$ cat config.mk
export PLATFORM = sky130hd
export DESIGN_NAME = membus
export DESIGN_NICKNAME = d
export VERILOG_FILES = /design/src/rtl/membus.sv
export SDC_FILE = /design/constraint.sdc
export NUM_CORES = 1
export LEC_CHECK = 0
export CAP_MARGIN = 20
export CORE_ASPECT_RATIO = 0.5
export CORE_MARGIN = 4
export CORE_UTILIZATION = 50
export CTS_CLUSTER_DIAMETER = 50
export DETAILED_ROUTE_END_ITERATION = 8
export GPL_ROUTABILITY_DRIVEN = 1
export PLACE_DENSITY = 0.74
export REMOVE_ABC_BUFFERS = 1
export SLEW_MARGIN = 20
export SYNTH_ARGS = -nofsm -noshare
export SYNTH_HDL_FRONTEND = slang
export SYNTH_SLANG_ARGS = --single-unit
export TNS_END_PERCENT = 1
$ cat constraint.sdc
create_clock -name clock -period 3.96 [get_ports clock]
set_input_delay 1.188 -clock clock [delete_from_list [all_inputs] [get_ports clock]]
set_output_delay 1.188 -clock clock [all_outputs]
set_load 0.005 [all_outputs]
$ cat src/rtl/membus.sv
// Bus responder for the 6502 core: RAM front end with wait states,
// plus an 8-byte I/O window holding an interval timer and interrupts.
module membus #(
  parameter logic [15:0] IO_BASE  = 16'hC000,
  parameter logic [7:0]  ID_VALUE = 8'h65
) (
  input  logic        clock,
  input  logic        reset,
  input  logic [15:0] address,
  input  logic        we,
  input  logic [7:0]  cpu_out,
  output logic [7:0]  cpu_in,
  output logic        hold,
  output logic        intr,
  output logic [15:0] mem_address,
  input  logic [7:0]  mem_in,
  output logic [7:0]  mem_out,
  output logic        mem_we
);

  logic [15:0] last_addr_q, last_addr_d;
  logic        valid_q, valid_d;
  logic [7:0]  reload_lo_q, reload_lo_d;
  logic [7:0]  reload_hi_q, reload_hi_d;
  logic [2:0]  ctrl_q, ctrl_d;
  logic        exp_q, exp_d;
  logic [7:0]  snap_hi_q, snap_hi_d;
  logic        swirq_q, swirq_d;
  logic [15:0] counter_q, counter_d;
  logic        intr_q, intr_d;

  logic        match;
  logic        io_sel;
  logic        last_io;
  logic        io_wr;
  logic [7:0]  wr_sel;
  logic        expire;
  logic        en_rise;
  logic [15:0] reload;
  logic [7:0]  io_rdata;

  assign match   = valid_q & (address == last_addr_q);
  assign io_sel  = address[15:3] == IO_BASE[15:3];
  assign last_io = last_addr_q[15:3] == IO_BASE[15:3];
  assign io_wr   = we & match & io_sel;
  assign wr_sel  = io_wr ? (8'b1 << address[2:0]) : 8'b0;
  assign reload  = {reload_hi_q, reload_lo_q};

  assign expire  = ctrl_q[0] & (counter_q == 16'h0000);
  assign en_rise = wr_sel[2] & ~ctrl_q[0] & cpu_out[0];

  assign hold        = reset | match;
  assign mem_address = address;
  assign mem_out     = cpu_out;
  assign mem_we      = we & match & ~io_sel & ~reset;
  assign intr        = intr_q;

  always_comb begin
    io_rdata = 8'h00;
    case (last_addr_q[2:0])
      3'd0: io_rdata = reload_lo_q;
      3'd1: io_rdata = reload_hi_q;
      3'd2: io_rdata = {5'b0, ctrl_q};
      3'd3: io_rdata = {7'b0, exp_q};
      3'd4: io_rdata = counter_q[7:0];
      3'd5: io_rdata = snap_hi_q;
      3'd6: io_rdata = {7'b0, swirq_q};
      3'd7: io_rdata = ID_VALUE;
    endcase
  end

  always_comb begin
    cpu_in = mem_in;
    if (reset)
      cpu_in = 8'h00;
    else if (last_io)
      cpu_in = io_rdata;
  end

  // A commit drops valid so the next access re-reads post-write data.
  always_comb begin
    last_addr_d = address;
    valid_d     = ~(we & match);
    reload_lo_d = reload_lo_q;
    reload_hi_d = reload_hi_q;
    swirq_d     = swirq_q;
    snap_hi_d   = snap_hi_q;
    if (wr_sel[0]) reload_lo_d = cpu_out;
    if (wr_sel[1]) reload_hi_d = cpu_out;
    if (wr_sel[6]) swirq_d = cpu_out[0];
    if (match & ~we & io_sel & (address[2:0] == 3'd4))
      snap_hi_d = counter_q[15:8];
  end

  // Timer steps on the old EN; a CTRL write overrides a one-shot stop.
  always_comb begin
    counter_d = counter_q;
    ctrl_d    = ctrl_q;
    exp_d     = exp_q;
    if (en_rise)
      counter_d = reload;
    else if (ctrl_q[0])
      counter_d = expire ? reload : counter_q - 16'd1;
    if (expire & ctrl_q[2])
      ctrl_d[0] = 1'b0;
    if (wr_sel[2])
      ctrl_d = cpu_out[2:0];
    if (wr_sel[3] & cpu_out[0])
      exp_d = 1'b0;
    if (expire)
      exp_d = 1'b1;
  end

  assign intr_d = (exp_d & ctrl_d[1]) | swirq_d;

  always_ff @(posedge clock) begin
    if (reset) begin
      last_addr_q <= 16'h0000;
      valid_q     <= 1'b0;
      reload_lo_q <= 8'h00;
      reload_hi_q <= 8'h00;
      ctrl_q      <= 3'b000;
      exp_q       <= 1'b0;
      snap_hi_q   <= 8'h00;
      swirq_q     <= 1'b0;
      counter_q   <= 16'h0000;
      intr_q      <= 1'b0;
    end else begin
      last_addr_q <= last_addr_d;
      valid_q     <= valid_d;
      reload_lo_q <= reload_lo_d;
      reload_hi_q <= reload_hi_d;
      ctrl_q      <= ctrl_d;
      exp_q       <= exp_d;
      snap_hi_q   <= snap_hi_d;
      swirq_q     <= swirq_d;
      counter_q   <= counter_d;
      intr_q      <= intr_d;
    end
  end

endmodule

[Word-level counts from Yosys, hierarchy flattened]
Index checks and enable logic that the tools add are counted.
Word-level totals
  flip-flop bits (word level): 63
  bits in latches: 0
  memory bits (writable): 0
  bits in read-only memories: 0
  input port bits: 35
  output and inout bits: 35
  word-level logic and storage cells: 62
  memories kept: 0
Cells by class
  $add $sub $neg: 1
  multiply operators: 0
  divide/modulo/power cells: 0
  magnitude comparators: 0
  equal/unequal tests: 11
  shifts and indexed selects: 1
  mux-type cells: 12
  bitwise gates (word level): 21
  reduce and logical (&&, ||, !) cells: 4
Operator list (count)
  $pmux 8 s8: 1
  $mux 16: 3
  $eq 13x13->1 const B: 2
  $eq 16x16->1: 1
  $logic_not 16->1: 1
  $mux 8: 2
  $sub 16x1->16 const B: 1
  $eq 3x3->1 const B: 5
  $and 1x1->1: 14
  $mux 7: 1
  $shl 1x3->7 const A: 1
  $eq 3x2->1 const B: 2
  $not 1->1: 5
  $mux 1: 4
  $reduce_bool 2->1: 2
  $eq 3x1->1 const B: 1
  $logic_not 3->1: 1
  $mux 2: 1
  $or 1x1->1: 2

[Depth between registers and ports, before layout]
Gate-level depths: netlist of the first run.
  depth in word-level cells: 10
  depth in mapped cells: 9

[Worst setup path before layout of the first run]
Ideal clock, no wire load.
  path type: in2out
  from: input port address[4]
  to: output port mem_we
  arrival: 2422 ps
  data required time: 2772 ps
  slack: 350 ps
  stages: 6
  buffers on the path: 0
  cell sequence: xor2_1 > nor4_1 > o221ai_2 > nor2_1 > and3_1 > and4_1
Between the ends
  longest elaborated chain between the ends: 5
Ends and longest elaborated chain
  from (decl): RTL line 9  | input logic [15:0] address,
  $eq 16x16->1: RTL line 42  | assign match = valid_q & (address == last_addr_q);
  $and 1x1->1: RTL line 42
  $and 1x1->1: RTL line 55  | assign mem_we = we & match & ~io_sel & ~reset;
  $and 1x1->1 (*) (2 in a row): RTL line 55
  to (decl): RTL line 18  | output logic mem_we
Mark *: on every way between the ends. The rest lies on a longest branch, timed or not.

[Final worst setup path of the first run]
  from: input port address[14]
  to: output port mem_we
Same word-level chain as after synthesis.

==> results of run 1 <==
## cells in the final DEF (no fill, tap or decap), drive strengths merged, types with 7 or more instances in the layout
cell	n
xnor2	10
nor2	45
inv	9
dfxtp	63
nand3	23
nor3	13
clkbuf	13
nor2b	19
a21oi	11
nand4	7
o21ai	18
mux2i	33
clkdlybuf4s50	52
a31oi	12
nor4	10
xor2	7
nand2	55
buf	77
## final timing paths
kind | start | to | slack [ns] | depth (start not counted)
worst max-delay path | address[14] | mem_we | -0.002 | 8
worst min-delay path | snap_hi_q[2]$_SDFFE_PP0P_ | snap_hi_q[2]$_SDFFE_PP0P_ | 0.46 | 2
worst max register to register | last_addr_q[2]$_SDFF_PP0_ | reload_lo_q[3]$_SDFFE_PP0P_ | 0.67 | 21
worst min register to register | snap_hi_q[2]$_SDFFE_PP0P_ | snap_hi_q[2]$_SDFFE_PP0P_ | 0.46 | 2
## report_power, final
part	total (W)	switching [W]	internal (W)
clock network	0.000717	0.000268	0.000449
logic	0.000193	0.0000838	0.000109
registers	0.000658	0.0000136	0.000644
total	0.00157	0.000365	0.00120
## metrics by stage
step	hold slack [ns]	power (W)
after global placement	0.440	0.000847
after floorplan	0.430	0.000715
final	0.461	0.00157
after CTS	0.459	0.00157
after detailed placement	0.448	0.000849
after global routing	0.484	0.00162
## worst min-delay path: cells and delay by family (launching register included)
| kind | cells | cell delay, ns |
|---|---|---|
| mux | 1 | 0.05 |
| simple gates | 1 | 0.05 |
| flops | 1 | 0.30 |
## registers in the layout, summed over array words and instances, names as in the netlist
signal	count
last_addr_q	16
counter_q	16
valid_q	1
exp_q	1
swirq_q	1
snap_hi_q	8
ctrl_q	3
reload_hi_q	8
intr	1
reload_lo_q	8
## area by class of cell
| cell class | count | share of cell area (%) |
|---|---|---|
| clock buffer | 13 | 5.13 |
| clock inverter | 1 | 0.0987 |
| inverter | 10 | 0.741 |
| multi-input combinational | 333 | 43.0 |
| sequential | 63 | 24.9 |
| tap | 92 | 2.27 |
| timing repair buffer | 138 | 23.8 |
## timing repair
action | CTS | global route
pin swaps | 10 | 3
buffers inserted | 25 | 1
setup endpoints to repair | 2 | 18
cloned | 0 | 0
gates resized for setup | 51 | 11
## per-layer routing
| layer | track usage [%] | routed length [um] | vias up |
|---|---|---|---|
| li1 | - | - | 1795 |
| met1 | 33.6 | 4950 | 1794 |
| met2 | 45.6 | 5530 | 170 |
| met3 | 8.00 | 978 | 33 |
| met4 | 7.90 | 232 | 0 |
| met5 | 0 | 0 | - |
## kinds of logic after synthesis
group,share of synthesized area [%]
compound gates,13.3
xor+xnor,4.01
buf+inv,9.03
simple gates,28.9
flops,34.0
mux,10.5
fa+ha+maj,0.337
==> flow_metrics.py, run 1 <==
metrics = {
    "grt": {
        "grt_start_max_net_pins": 29,
        "grt_usage_pct": 26.9,
        "antenna_found_initial": 0,
        "grt_overflow": 0,
        "first_global_vias": 3610,
        "grt_pass1_wl_um": 18300,
    },
    "worst_setup_path": {
        "critPathLaunchType": "input port",
        "arrival_ns": 2.77,
        "cp.required_ns": 2.77,
        "path_class": "in2out",
        "path_cells": "clkdlybuf4s50_1, xnor2_1, nand3_1, nor2_1, and3_4, buf_6, and4_1, buf_2",
        "crit_slowest_cell": "clkdlybuf4s50_1",
        "crit_fanout": 2,
        "path_buf_inv": 3,
        "max_stage_delay_ns": 0.53,
        "crit_family": "buffers and inverters",
        "end_kind": "output pin",
    },
    "yosys": {
        "synth_seq_area_share_pct": 34.0,
        "async_flop_share_pct": 0,
        "synth_top_cells_by_count": "63 x dfxtp_1, 55 x nand2_1, 44 x nor2_1, 33 x mux2i_1, 24 x buf_4",
        "synth_top_area_cell": "dfxtp_1",
        "synthCells": 457,
        "yosysMostFrequentCell": "dfxtp_1",
        "yosysTopAreaCellShare_pct": 34.0,
        "synth_edf_count": 0,
        "netlist_area_um2": 3710,
        "yosys.cell_types.count": 63,
        "synth_warnings": 0,
        "syn_avg_cell_area_um2": 8.12,
        "ys.flop_type": "dfxtp_1",
        "synth_area_leaders": "dfxtp_1 34%, mux2i_1 8.9%, nand2_1 5.6%",
        "synth.ff_latch_count": 63,
    },
    "timing": {
        "fin_crit_sh_pct": 100,
        "final-setup-viol-count": 1,
        "fin_ws_ns": -0.00152,
        "maxSlewViolCount": 0,
        "tightest_slew_ns": 0.831,
        "finalHoldViolCount": 0,
        "tns_ns": -0.00152,
        "relSlewSlack_pct": 44.1,
        "period_needed_ns": 3.96,
        "skew_ns": 0.00538,
        "max_freq_mhz": 252,
        "rsz0062_at_grt": "yes",
    },
    "placed_design": {
        "dp_slack_ns": -0.563,
        "dp_hpwl_um": 7940,
        "place.gp.congestion": 0.935,
        "port_buffers": 69,
        "dp.cells": 613,
        "placed_area_um2": 4570,
    },
    "clocking": {
        "htreeDepth": 3,
        "clkSlewWorstSetupHoldPaths_ns": 0.05,
        "cts_tree": "done",
        "insertion_delay_ns": 0.33,
        "cts_buffer_depth": 2,
        "clockRootBuffer": "clkbuf_16",
        "cts_buffers": 9,
        "numClockSinks": 63,
        "hold_buffers": 0,
    },
    "floorplan": {
        "die_h_um": 68.9,
        "start_util_pct": 53.5,
        "ioPinCount": 70,
        "die_w_um": 130,
        "die_area_um2": 8950,
        "core_area_um2": 6940,
        "row_count": 21,
    },
    "outcome": {
        "status": "finished, violations left",
        "failed_checks": "setup timing",
    },
    "drt": {
        "avgViaCountPerCell": 5.83,
        "route.detailed.drc": 0,
        "ant_nets": 0,
        "drtPass1Iterations": 6,
        "wl_per_cell_um": 18.0,
        "wl_um": 11700,
        "num_vias": 3792,
        "dr.first_iter.drc_count": 385,
    },
    "cells_and_area": {
        "multi_input_area_um2": 2180,
        "drive_gt1_share_pct": 20.3,
        "seq_area_um2": 1260,
        "n_fill_cell": 527,
        "fin_area_um2": 5070,
        "layout.cells.non_filler": 650,
        "final_nets": 591,
        "utilization_pct": 73.1,
        "area_growth_pct": 36.5,
        "antenna_cells": 0,
    },
    "power_and_ir_drop": {
        "powerDensity_nw_per_um2": 309,
        "leakage_nw": 2.08,
        "vdd_drop_max_v": 0.000250,
    },
    "job": {
        "cap_violations": 0,
    },
    "worst_hold_path": {
        "hold_class": "reg2reg",
    },
}
No activity file was read; power rests on OpenSTA's default activity.
==> inputs of run 2 (changes only) <==
--- a/config.mk
+++ b/config.mk
@@ -7,13 +7,13 @@
 export LEC_CHECK = 0
 export CAP_MARGIN = 20
 export CORE_ASPECT_RATIO = 0.5
-export CORE_MARGIN = 4
 export CORE_UTILIZATION = 50
 export CTS_CLUSTER_DIAMETER = 50
 export DETAILED_ROUTE_END_ITERATION = 8
 export GPL_ROUTABILITY_DRIVEN = 1
 export PLACE_DENSITY = 0.74
 export REMOVE_ABC_BUFFERS = 1
+export SKIP_LAST_GASP = 1
 export SLEW_MARGIN = 20
 export SYNTH_ARGS = -nofsm -noshare
 export SYNTH_HDL_FRONTEND = slang
==> flow_metrics.py, run 2 (same netlist as run 1, synthesis figures left out) <==
metrics = {
    "floorplan": {
        "row_count": 21,
        "core_area_um2": 6940,
        "die_w_um": 124,
        "die_area_um2": 7790,
        "die_h_um": 62.9,
        "ioPinCount": 70,
        "start_util_pct": 53.5,
    },
    "drt": {
        "drtPass1Iterations": 5,
        "num_vias": 3772,
        "route.detailed.drc": 0,
        "wl_um": 11800,
        "ant_nets": 0,
        "dr.first_iter.drc_count": 332,
        "avgViaCountPerCell": 5.76,
        "wl_per_cell_um": 18.0,
    },
    "cells_and_area": {
        "antenna_cells": 0,
        "layout.cells.non_filler": 655,
        "utilization_pct": 74.3,
        "reg_top3": "counter_q (16), last_addr_q (16)",
        "fin_area_um2": 5160,
        "drive_gt1_share_pct": 22.0,
        "area_growth_pct": 38.9,
        "final_cell_mix": "69 x buf_4, 63 x dfxtp_1, 57 x clkdlybuf4s50_1",
        "final_common_cell": "buf_4",
        "final_nets": 594,
    },
    "clocking": {
        "clkSlewWorstSetupHoldPaths_ns": 0.05,
        "htreeDepth": 3,
        "insertion_delay_ns": 0.33,
        "numClockSinks": 63,
        "cts_tree": "done",
        "clockRootBuffer": "clkbuf_16",
        "cts_buffers": 9,
        "cts_buffer_depth": 2,
    },
    "timing": {
        "skew_ns": 0.00521,
        "final-setup-viol-count": 0,
        "fin_crit_sh_pct": 99.8,
        "tightest_slew_ns": 0.685,
        "maxSlewViolCount": 0,
        "period_needed_ns": 3.95,
        "rsz0062_at_grt": "yes",
        "worst_hold_slack_ns": 0.455,
        "relSlewSlack_pct": 54.3,
        "finalHoldViolCount": 0,
        "max_freq_mhz": 253,
    },
    "worst_setup_path": {
        "arrival_ns": 2.77,
        "path_class": "in2out",
        "path_cells": "clkdlybuf4s50_1, xnor2_2, nand3_1, nor2_1, and3_1, or2_2, dlygate4sd2_1",
        "max_stage_delay_ns": 0.47,
        "end_kind": "output pin",
        "crit_slowest_cell": "clkdlybuf4s50_1",
        "crit_fanout": 2,
        "cp.required_ns": 2.77,
        "critPathLaunchType": "input port",
    },
    "power_and_ir_drop": {
        "powerDensity_nw_per_um2": 349,
        "power_w": 0.00180,
        "vdd_drop_max_v": 0.000255,
        "leakage_nw": 2.12,
    },
    "outcome": {
        "status": "finished, final reports clean",
    },
    "grt": {
        "antenna_found_initial": 0,
        "grt_pass1_wl_um": 19000,
        "grt_overflow": 0,
        "grt_usage_pct": 32.6,
        "first_global_vias": 3697,
        "grt_start_max_net_pins": 30,
    },
    "worst_hold_path": {
        "hold_class": "reg2reg",
    },
    "job": {
        "cap_violations": 0,
    },
    "placed_design": {
        "placed_area_um2": 4570,
        "dp.cells": 613,
        "port_buffers": 69,
        "place.gp.congestion": 0.878,
        "dp_hpwl_um": 7600,
    },
}
-- run 2: changes by cell type in the layout (fill, tap and decap cells not counted), sizes merged --
cell           delta
buf               +4
bufinv            +3
clkbuf            -2
clkdlybuf4s15     -2
clkdlybuf4s50     +5
clkinv            +1
dlygate4sd2       -4
-- run 2: where the power goes --
group / internal [W] / switching (W) / leakage (nW) / total, W
combinational: 0.000112 / 0.0000851 / 1.43 / 0.000197
sequential: 0.000644 / 0.0000147 / 0.512 / 0.000658
clock: 0.000649 / 0.000294 / 0.176 / 0.000943
-- run 2: critical path: cells and delay by family --
family	cells	cell delay, ns
and+or+nand+nor	4	0.66
xor gates and xnor gates	1	0.17
buffers and inverters	2	0.73
-- run 2: per-layer routing --
metal / vias up / track usage [%] / part of all wire [%]
li1: 1814 / - / -
met1: 1755 / 40.1 / 42
met2: 172 / 51.9 / 46
met3: 31 / 9.12 / 7.9
met4: 0 / 16.0 / 3.6
met5: - / 0 / 0
-- run 2: per-stage QoR --
stage,worst slack [ns],setup TNS (ns)
after floorplan,0.268,0
after global placement,-0.528,-0.975
after detailed placement,-0.581,-1.08
after CTS,0.00700,0
after global routing,-0.0613,-0.464
final,0.00657,0
-- run 2: timing repair --
item                                    in CTS  in global routing
resized for setup                           48                  7
endpoints found under the setup margin       2                 34
pin swaps                                    9                  2
buffers inserted                            30                  0
cloned                                       0                  0
hold buffers                                 0                  0
hold endpoints to repair                     0                  0
-- run 2: area by class of cell --
| cell class | instances | area, um^2 |
|---|---|---|
| Fill cell | 509 | 1780 |
| Timing Repair Buffer | 141 | 1200 |
| Inverter | 10 | 37.5 |
| Clock inverter | 5 | 104 |
| Sequential cell | 63 | 1260 |
| Multi-Input combinational cell | 333 | 2190 |
| Clock buffer | 11 | 253 |
| Tap cell | 92 | 115 |
-- run 2: final timing paths --
check,start,to,slack [ns],cells after the start
max,address[1],hold,0.007,7
max reg2reg,last_addr_q[2]$_SDFF_PP0_,reload_lo_q[7]$_SDFFE_PP0P_,0.36,21
min reg2reg,snap_hi_q[3]$_SDFFE_PP0P_,snap_hi_q[3]$_SDFFE_PP0P_,0.45,2
min,snap_hi_q[3]$_SDFFE_PP0P_,snap_hi_q[3]$_SDFFE_PP0P_,0.45,2
